--- src/rtl/mod_n_counter.sv ---
// Parametrised modulo-N up/down counter: sync clear/load, wrap or saturate, terminal count, wrap pulse.
// Define MOD_N_COUNTER_CMP_EN to add the cmp_lo/cmp_hi compare window and its registered match output.
module mod_n_counter #(
  parameter int unsigned WIDTH    = 8,
  parameter int unsigned MAX      = 255,
  parameter bit          SATURATE = 1'b0
) (
  input  logic             clk,
  input  logic             reset,
  input  logic             enable,
  input  logic             up_down,
  input  logic             load,
  input  logic [WIDTH-1:0] load_value,
  input  logic             clear,
  output logic [WIDTH-1:0] out,
  output logic             tc,
  output logic             wrapped
`ifdef MOD_N_COUNTER_CMP_EN
  ,
  input  logic [WIDTH-1:0] cmp_lo,
  input  logic [WIDTH-1:0] cmp_hi,
  output logic             match
`endif
);

  localparam int unsigned      EXT_W  = WIDTH + 1;
  localparam logic [WIDTH-1:0] MAX_W  = WIDTH'(MAX);
  localparam logic [WIDTH-1:0] ZERO_W = '0;
  localparam logic [WIDTH-1:0] ONE_W  = WIDTH'(1);

  logic [WIDTH-1:0] r_out;
  logic [WIDTH-1:0] w_out_next;
  logic [WIDTH-1:0] w_load_clamped;
  logic             r_wrapped;
  logic             w_wrapped_next;
  logic             w_at_max;
  logic             w_at_zero;
  logic             w_boundary;

  // Boundary for the currently requested direction; tc feeds the next stage's enable.
  assign w_at_max   = (r_out == MAX_W);
  assign w_at_zero  = (r_out == ZERO_W);
  assign w_boundary = up_down ? w_at_max : w_at_zero;
  assign tc         = enable & w_boundary;

  // Compared one bit wider so MAX == 2**WIDTH-1 is not a degenerate compare.
  assign w_load_clamped = ({1'b0, load_value} > EXT_W'(MAX)) ? MAX_W : load_value;

  // Next count: clear beats load beats enable; no action holds and drops the wrap pulse.
  always_comb begin
    w_out_next     = r_out;
    w_wrapped_next = 1'b0;
    if (clear) begin
      w_out_next = ZERO_W;
    end else if (load) begin
      w_out_next = w_load_clamped;
    end else if (enable) begin
      if (w_boundary) begin
        w_wrapped_next = 1'b1;
        if (!SATURATE) begin
          w_out_next = up_down ? ZERO_W : MAX_W;
        end
      end else begin
        w_out_next = up_down ? (r_out + ONE_W) : (r_out - ONE_W);
      end
    end
  end

  always_ff @(posedge clk or negedge reset) begin
    if (!reset) begin
      r_out     <= ZERO_W;
      r_wrapped <= 1'b0;
    end else begin
      r_out     <= w_out_next;
      r_wrapped <= w_wrapped_next;
    end
  end

  assign out     = r_out;
  assign wrapped = r_wrapped;

`ifdef MOD_N_COUNTER_CMP_EN
  logic r_match;
  logic w_match_next;

  // Evaluated on the incoming count so match lines up with out; an empty window never matches.
  assign w_match_next = (cmp_lo <= w_out_next) && (w_out_next < cmp_hi);

  always_ff @(posedge clk or negedge reset) begin
    if (!reset) begin
      r_match <= 1'b0;
    end else begin
      r_match <= w_match_next;
    end
  end

  assign match = r_match;
`endif

endmodule

--- config.mk ---
export PLATFORM = sky130hd
export DESIGN_NAME = mod_n_counter
export DESIGN_NICKNAME = d
export VERILOG_FILES = /design/src/rtl/mod_n_counter.sv
export SDC_FILE = /design/constraint.sdc
export NUM_CORES = 1
export LEC_CHECK = 0
export ABC_AREA = 1
export ABC_CLOCK_PERIOD_IN_PS = 2100
export BUFFER_PORTS_ARGS = -buffer_cell sky130_fd_sc_hd__buf_2
export CORE_MARGIN = 5
export CORE_UTILIZATION = 28
export DETAILED_ROUTE_END_ITERATION = 8
export PLACE_DENSITY = 0.55
export SYNTH_ARGS = -nofsm -noshare
export SYNTH_HDL_FRONTEND = slang
export SYNTH_SLANG_ARGS = --single-unit
--- constraint.sdc ---
create_clock -name clk -period 2.1 [get_ports clk]
set_clock_uncertainty 0.1 [all_clocks]
set_input_delay 0.42 -clock clk [delete_from_list [all_inputs] [get_ports clk]]
set_output_delay 0.42 -clock clk [all_outputs]
set_load 0.01 [all_outputs]
==> results_dict.tcl, run 1 <==
set metrics [dict create \
    run_status "finished, final reports clean" \
    detailedRoute.firstIterationViolations 52 \
    gp_congestion 0.7955 \
    async_flop_share_pct 100.0 \
    number_of_violations_of_the_max_capacitance_limit 0 \
    globalRouteOverflowTotal 0 \
    clock_tree.buffer_depth 2 \
    timing.hold.ws_ns 0.3196 \
    cp_top_family "simple AND/OR/NAND/NOR gates" \
    pleak_nw 0.6417 \
    synth_simple_gate_area_share_pct 45.89 \
    worstSkewPairLatency_ns 0.25 \
    rsz_0062_raised_after_global_routing "false" \
    grt_pass1_vias 954 \
    antenna_found_initial 0 \
    worst_path_maximum_fanout 4 \
    synth_area_per_inst_sq_um 6.230 \
    max_slew.worst_pin.slew_ns 0.4009 \
    synth_top_area_cell "dfrtp_1" \
    initial_core_util_pct 29.39 \
    wl_per_cell_um 10.29 \
    vias_per_cell 4.255 \
    floorplan.die.height_um 66.61 \
    crit_type "reg2out" \
    h-tree-depth 1 \
    final_core_utilization_pct 36.02 \
    worst-endpoint-arrival_ns 1.38 \
    detailroute.via_count 919 \
    end_kind "output port" \
    edff_count_synth 0 \
    fmax_mhz 525.0 \
    yosys_most_used_dff "dfrtp_1" \
    netlist-cell-type-count 23 \
    min-delay-path-class "in2reg" \
    grt_first_pass_wirelength_mm 4.133 \
    core_area_sq_um 3053 \
    dr.pass1.iters 4 \
    cts_resized 0 \
    cts_inserted_buffers 3 \
    final_cells 216 \
    antenna-diode-count 0 \
    slew_headroom_pct 73.19 \
    port_buffers 23 \
    place_inst 211 \
    boundaryPins 24 \
    synth_compound_area_share_pct 5.858 \
    postCtsSetupRepairBufs 0 \
    grt_start_max_net_pins 14 \
    synth_top_family_by_area "simple AND/OR/NAND/NOR gates" \
    area.growth.synth_to_final_pct 22.59 \
    dominant_cells_by_area_after_synthesis "dfrtp_1 (25%), nand2_1 (23%), ha_1 (8.4%), nor2_1 (8.4%), inv_1 (7.9%)" \
    cp_num_buf_inv 1 \
    placement_rows 20 \
    report.final.slew_viol_count 0 \
    p_total_mw 0.6457 \
    timing.final.crit_share_pct 90.70 \
    period_needed_ns 1.905 \
    crit_required_ns 1.58 \
    fin_tns_setup_ns 0 \
    clock-sinks 9 \
    cell_by_cell_trace_of_the_critical_path "nor2_1 > nand3_1 > nor2_1 > nor2_1 > nor2_1 > buf_2" \
    synth_area_sq_um 897.1 \
    cts.root.buffer_cell "clkbuf_4" \
    most_frequent_cell_on_critical_path "nor2_1" \
    final_nets 194 \
    routed_wl_mm 2.223 \
    critPathLaunchType "flop" \
    critical-path-slowest-cell "dfrtp_1" \
    synthesis.nets 165 \
    synth_warnings 0 \
    power_density_nw_per_um2 587.1 \
    synthAdderAreaFrac_pct 10.60 \
    post_synth_most_frequent_cells "nand2_1 (56), nor2_1 (20), inv_1 (19), dfrtp_1 (9), nand3_1 (8)" \
    remaining_drc_errors 0 \
    ys_seq_elements 9 \
    antenna_left 0 \
    layout-drive-gt1-share_pct 19.19 \
    post_synth_xor_area_fraction_pct 2.929 \
    postSynthCellCount 144 \
    place.detailed.hpwl_mm 1.869 \
    finalSetupViolCount 0 \
    yosysMostFrequentCell "nand2_1" \
    synth.yosys.seq_area_share_pct 25.10 \
    clkSlewWorstSetupHoldPaths_ns 0.06 \
    die_x_um 66.61 \
    power.ir.vdd_worst_mv 0.3387 \
    die_area_sq_um 4436 \
    cp_slowest_stage_delay_ns 0.42 \
    cts_tree "yes" \
    fillCellCount 352 \
    final_hold_fails 0 \
    mux_cell_area_share_after_synthesis_pct 0 \
    synthDominantCellAreaShare_pct 25.10 \
    global_route.usage.total_pct 11.92 \
    hold_buffer_count_at_cts 1 \
]
## cell type report
class,count,area [sq um],area share [%]
Tap cell,44,55.05,5.006
Inverter,20,75.07,6.826
Sequential cell,9,225.2,20.48
Clock buffer,4,26.28,2.389
Multi-Input combinational cell,114,585.6,53.24
Timing Repair Buffer,25,132.6,12.06
## per-layer routing
layer	track usage, %	wire length (um)	up-vias	share of wire [%]
li1	-	-	501	-
met1	16.27	1151	395	52
met2	18.94	966	21	43
met3	1.349	89	2	4.0
met4	4.822	16	0	0.72
met5	0	0	-	0
## power breakdown
| part | internal (mW) | leakage, nW | switching, mW | total, mW |
|---|---|---|---|---|
| sequential | 0.193 | 0.116 | 0.0280 | 0.221 |
| combinational | 0.122 | 0.510 | 0.170 | 0.292 |
| clock | 0.0732 | 0.0150 | 0.0598 | 0.133 |
| total | 0.388 | 0.642 | 0.257 | 0.646 |
## sequential cells by signal, summed over array words and instances, names as in the netlist
signal   cells
out          8
wrapped      1
## placed cells by master (no fill, tap or decap), drive strengths merged, types with 2 or more instances in the layout
cell type	n
inv	19
ha	6
nand3	9
dfrtp	9
o21ai	4
o22ai	2
nor2	22
xor2	3
a21oi	4
nand2	57
or2	2
clkbuf	4
nand3b	2
buf	24
## through the flow
| step | worst slack [ns] | area (sq um) |
|---|---|---|
| 2_1_floorplan | 0.3735 | 897.1 |
| 3_3_place_gp | 0.05701 | 1064 |
| 3_5_place_dp | 0.04099 | 1064 |
| 4_1_cts | 0.1641 | 1100 |
| 5_1_grt | 0.05192 | 1100 |
| 6_report | 0.1953 | 1100 |
## path summary, 6_finish.rpt
check | from | to | slack, ns | depth (start not counted)
setup / recovery | out[7] | tc | 0.20 | 6
hold / removal | clear | wrapped | 0.32 | 2
setup reg to reg | out[0] | out[6] | 0.26 | 12
hold reg to reg | out[7] | out[7] | 0.46 | 2
max in group asynchronous | reset | out[4] | 1.27 | 2
min in group asynchronous | reset | out[3] | 0.45 | 2
## cells by family after synthesis
family | after synthesis
AO/OA/AOI/OAI | 10
XOR/XNOR | 3
adder cells (fa/ha/maj) | 7
buffers and inverters | 21
flip-flops | 9
AND/OR/NAND/NOR | 94
Note: power is estimated with default switching activity, not from simulation.
==> run 2: changes to the inputs <==
--- a/config.mk
+++ b/config.mk
@@ -6,12 +6,12 @@
 export NUM_CORES = 1
 export LEC_CHECK = 0
 export ABC_AREA = 1
-export ABC_CLOCK_PERIOD_IN_PS = 2100
+export ABC_CLOCK_PERIOD_IN_PS = 1700
 export BUFFER_PORTS_ARGS = -buffer_cell sky130_fd_sc_hd__buf_2
 export CORE_MARGIN = 5
-export CORE_UTILIZATION = 28
+export CORE_UTILIZATION = 38
 export DETAILED_ROUTE_END_ITERATION = 8
-export PLACE_DENSITY = 0.55
+export PLACE_DENSITY = 0.7
 export SYNTH_ARGS = -nofsm -noshare
 export SYNTH_HDL_FRONTEND = slang
 export SYNTH_SLANG_ARGS = --single-unit
==> constraint.sdc (replaced) <==
create_clock -name clk -period 1.7 [get_ports clk]
set_clock_uncertainty 0.1 [all_clocks]
set_input_delay 0.34 -clock clk [delete_from_list [all_inputs] [get_ports clk]]
set_output_delay 0.34 -clock clk [all_outputs]
set_load 0.01 [all_outputs]
==> results_dict.tcl, run 2 (synthesis results as in run 1) <==
set metrics [dict create \
    run_status "finished with violations" \
    failing_checks "setup timing" \
    core_area_sq_um 2233 \
    final_hold_fails 0 \
    routed_wl_mm 2.702 \
    grt_first_pass_wirelength_mm 4.360 \
    initial_core_util_pct 40.17 \
    fmax_mhz 538.7 \
    most-common-layout-cells "nand2_1 (48), buf_2 (23), inv_1 (16)" \
    fillCellCount 200 \
    port_buffers 23 \
    wl_per_cell_um 12.34 \
    slew_headroom_pct 73.83 \
    fin_tns_setup_ns -0.3748 \
    most_frequent_cell_on_critical_path "nor2_2" \
    mostFrequentLayoutCell "nand2_1" \
    cp_num_buf_inv 2 \
    clock_tree.buffer_depth 2 \
    end_kind "output port" \
    p_total_mw 0.9768 \
    critical-path-slowest-cell "dfrtp_1" \
    timing.final.ws_setup_ns -0.1563 \
    min-delay-path-class "in2reg" \
    worstSkewPairLatency_ns 0.27 \
    cell_by_cell_trace_of_the_critical_path "buf_6 > nand2_4 > nor2_2 > nand2_1 > nor2_2 > nor2_2 > nor2_1 > buf_2" \
    rsz_0062_raised_after_global_routing "true" \
    report.final.slew_viol_count 0 \
    cp_slowest_stage_delay_ns 0.38 \
    multi_input_comb_area_sq_um 663.1 \
    layout-drive-gt1-share_pct 38.74 \
    cp_top_family "simple AND/OR/NAND/NOR gates" \
    dr.pass1.iters 4 \
    floorplan.die.height_um 58.59 \
    power_density_nw_per_um2 740.0 \
    clock-sinks 9 \
    power.ir.vdd_worst_mv 0.4940 \
    final_core_utilization_pct 59.10 \
    finalSetupViolCount 5 \
    crit_type "reg2out" \
    period_needed_ns 1.856 \
    globalRouteOverflowTotal 0 \
    area.growth.synth_to_final_pct 47.14 \
    boundaryPins 24 \
    detailedRoute.firstIterationViolations 40 \
    antenna-diode-count 0 \
    vias_per_cell 4.886 \
    final_cells 219 \
    critPathLaunchType "flop" \
    die_x_um 58.59 \
    clkSlewWorstSetupHoldPaths_ns 0.07 \
    number_of_violations_of_the_max_capacitance_limit 0 \
    worst-endpoint-arrival_ns 1.42 \
    grt_pass1_vias 1012 \
    place.detailed.hpwl_mm 2.095 \
    worst_path_maximum_fanout 4 \
    gp_congestion 0.8319 \
    die_area_sq_um 3433 \
    grt_start_max_net_pins 14 \
    antenna_left 0 \
    cts.root.buffer_cell "clkbuf_4" \
    h-tree-depth 1 \
    place_inst 209 \
    global_route.usage.total_pct 16.15 \
    cts_tree "yes" \
    max_slew.worst_pin.slew_ns 0.3921 \
    regArea_sq_um 226.5 \
    remaining_drc_errors 0 \
    pleak_nw 0.7531 \
    placement_rows 17 \
    timing.final.crit_share_pct 109.2 \
    antenna_found_initial 0 \
    cts_inserted_buffers 3 \
    largest_register_ffs 8 \
    final_nets 213 \
    timing.hold.ws_ns 0.2261 \
    crit_required_ns 1.26 \
    detailroute.via_count 1070 \
]
-- run 2: cell types whose count changed in the layout (fill, tap and decap cells not counted), moves of 5 or more --
cell,change
nor2_1,-5
nor2_2,+5
nand2_1,-8
buf_4,+14
buf_6,+5
nand2_2,+7
-- run 2: final timing paths --
| kind | end | slack [ns] | depth (start not counted) | from |
|---|---|---|---|---|
| max | tc | -0.16 | 8 | out[2] |
| min | wrapped | 0.23 | 2 | clear |
| max reg2reg | out[4] | -0.08 | 10 | out[3] |
| min reg2reg | out[7] | 0.45 | 2 | out[7] |
| max in group asynchronous | out[0] | 0.92 | 2 | reset |
| min in group asynchronous | wrapped | 0.36 | 2 | reset |
-- run 2: final cells by class --
cell class | count | share of cell area, %
clock buffers | 4 | 1.991
inverters | 20 | 5.687
flip-flops and latches | 9 | 17.16
multi-input cells | 114 | 50.24
repair buffers | 44 | 22.27
well taps | 28 | 2.654
-- run 2: report_power, final --
part | total [mW] | internal (mW) | switching [mW]
registers | 0.259 | 0.238 | 0.0203
clock network | 0.178 | 0.0910 | 0.0874
logic | 0.540 | 0.252 | 0.288
total | 0.977 | 0.581 | 0.396
-- run 2: per-layer routing --
metal  vias up  track usage, %  routed length (um)
li1        542               -                   -
met1       484           19.49                1093
met2        34           28.71                1368
met3        10           2.412                 142
met4         0           6.149                  98
met5         -               0                   0
-- run 2: timing repair --
action | CTS | global route
gates resized for setup | 10 | 17
setup endpoints to repair | 4 | 6
hold endpoints to repair | 9 | 0
hold buffers | 1 | 0
buffers inserted | 1 | 4
pin swaps | 5 | 17
-- run 2: through the flow --
stage                     setup WS (ns)  instance area, sq um
after global placement          -0.1970                  1150
final                           -0.1563                  1320
after detailed placement        -0.2764                  1150
after floorplan                 0.03492                 898.4
after global routing            -0.2671                  1320
after CTS                       -0.1270                  1231
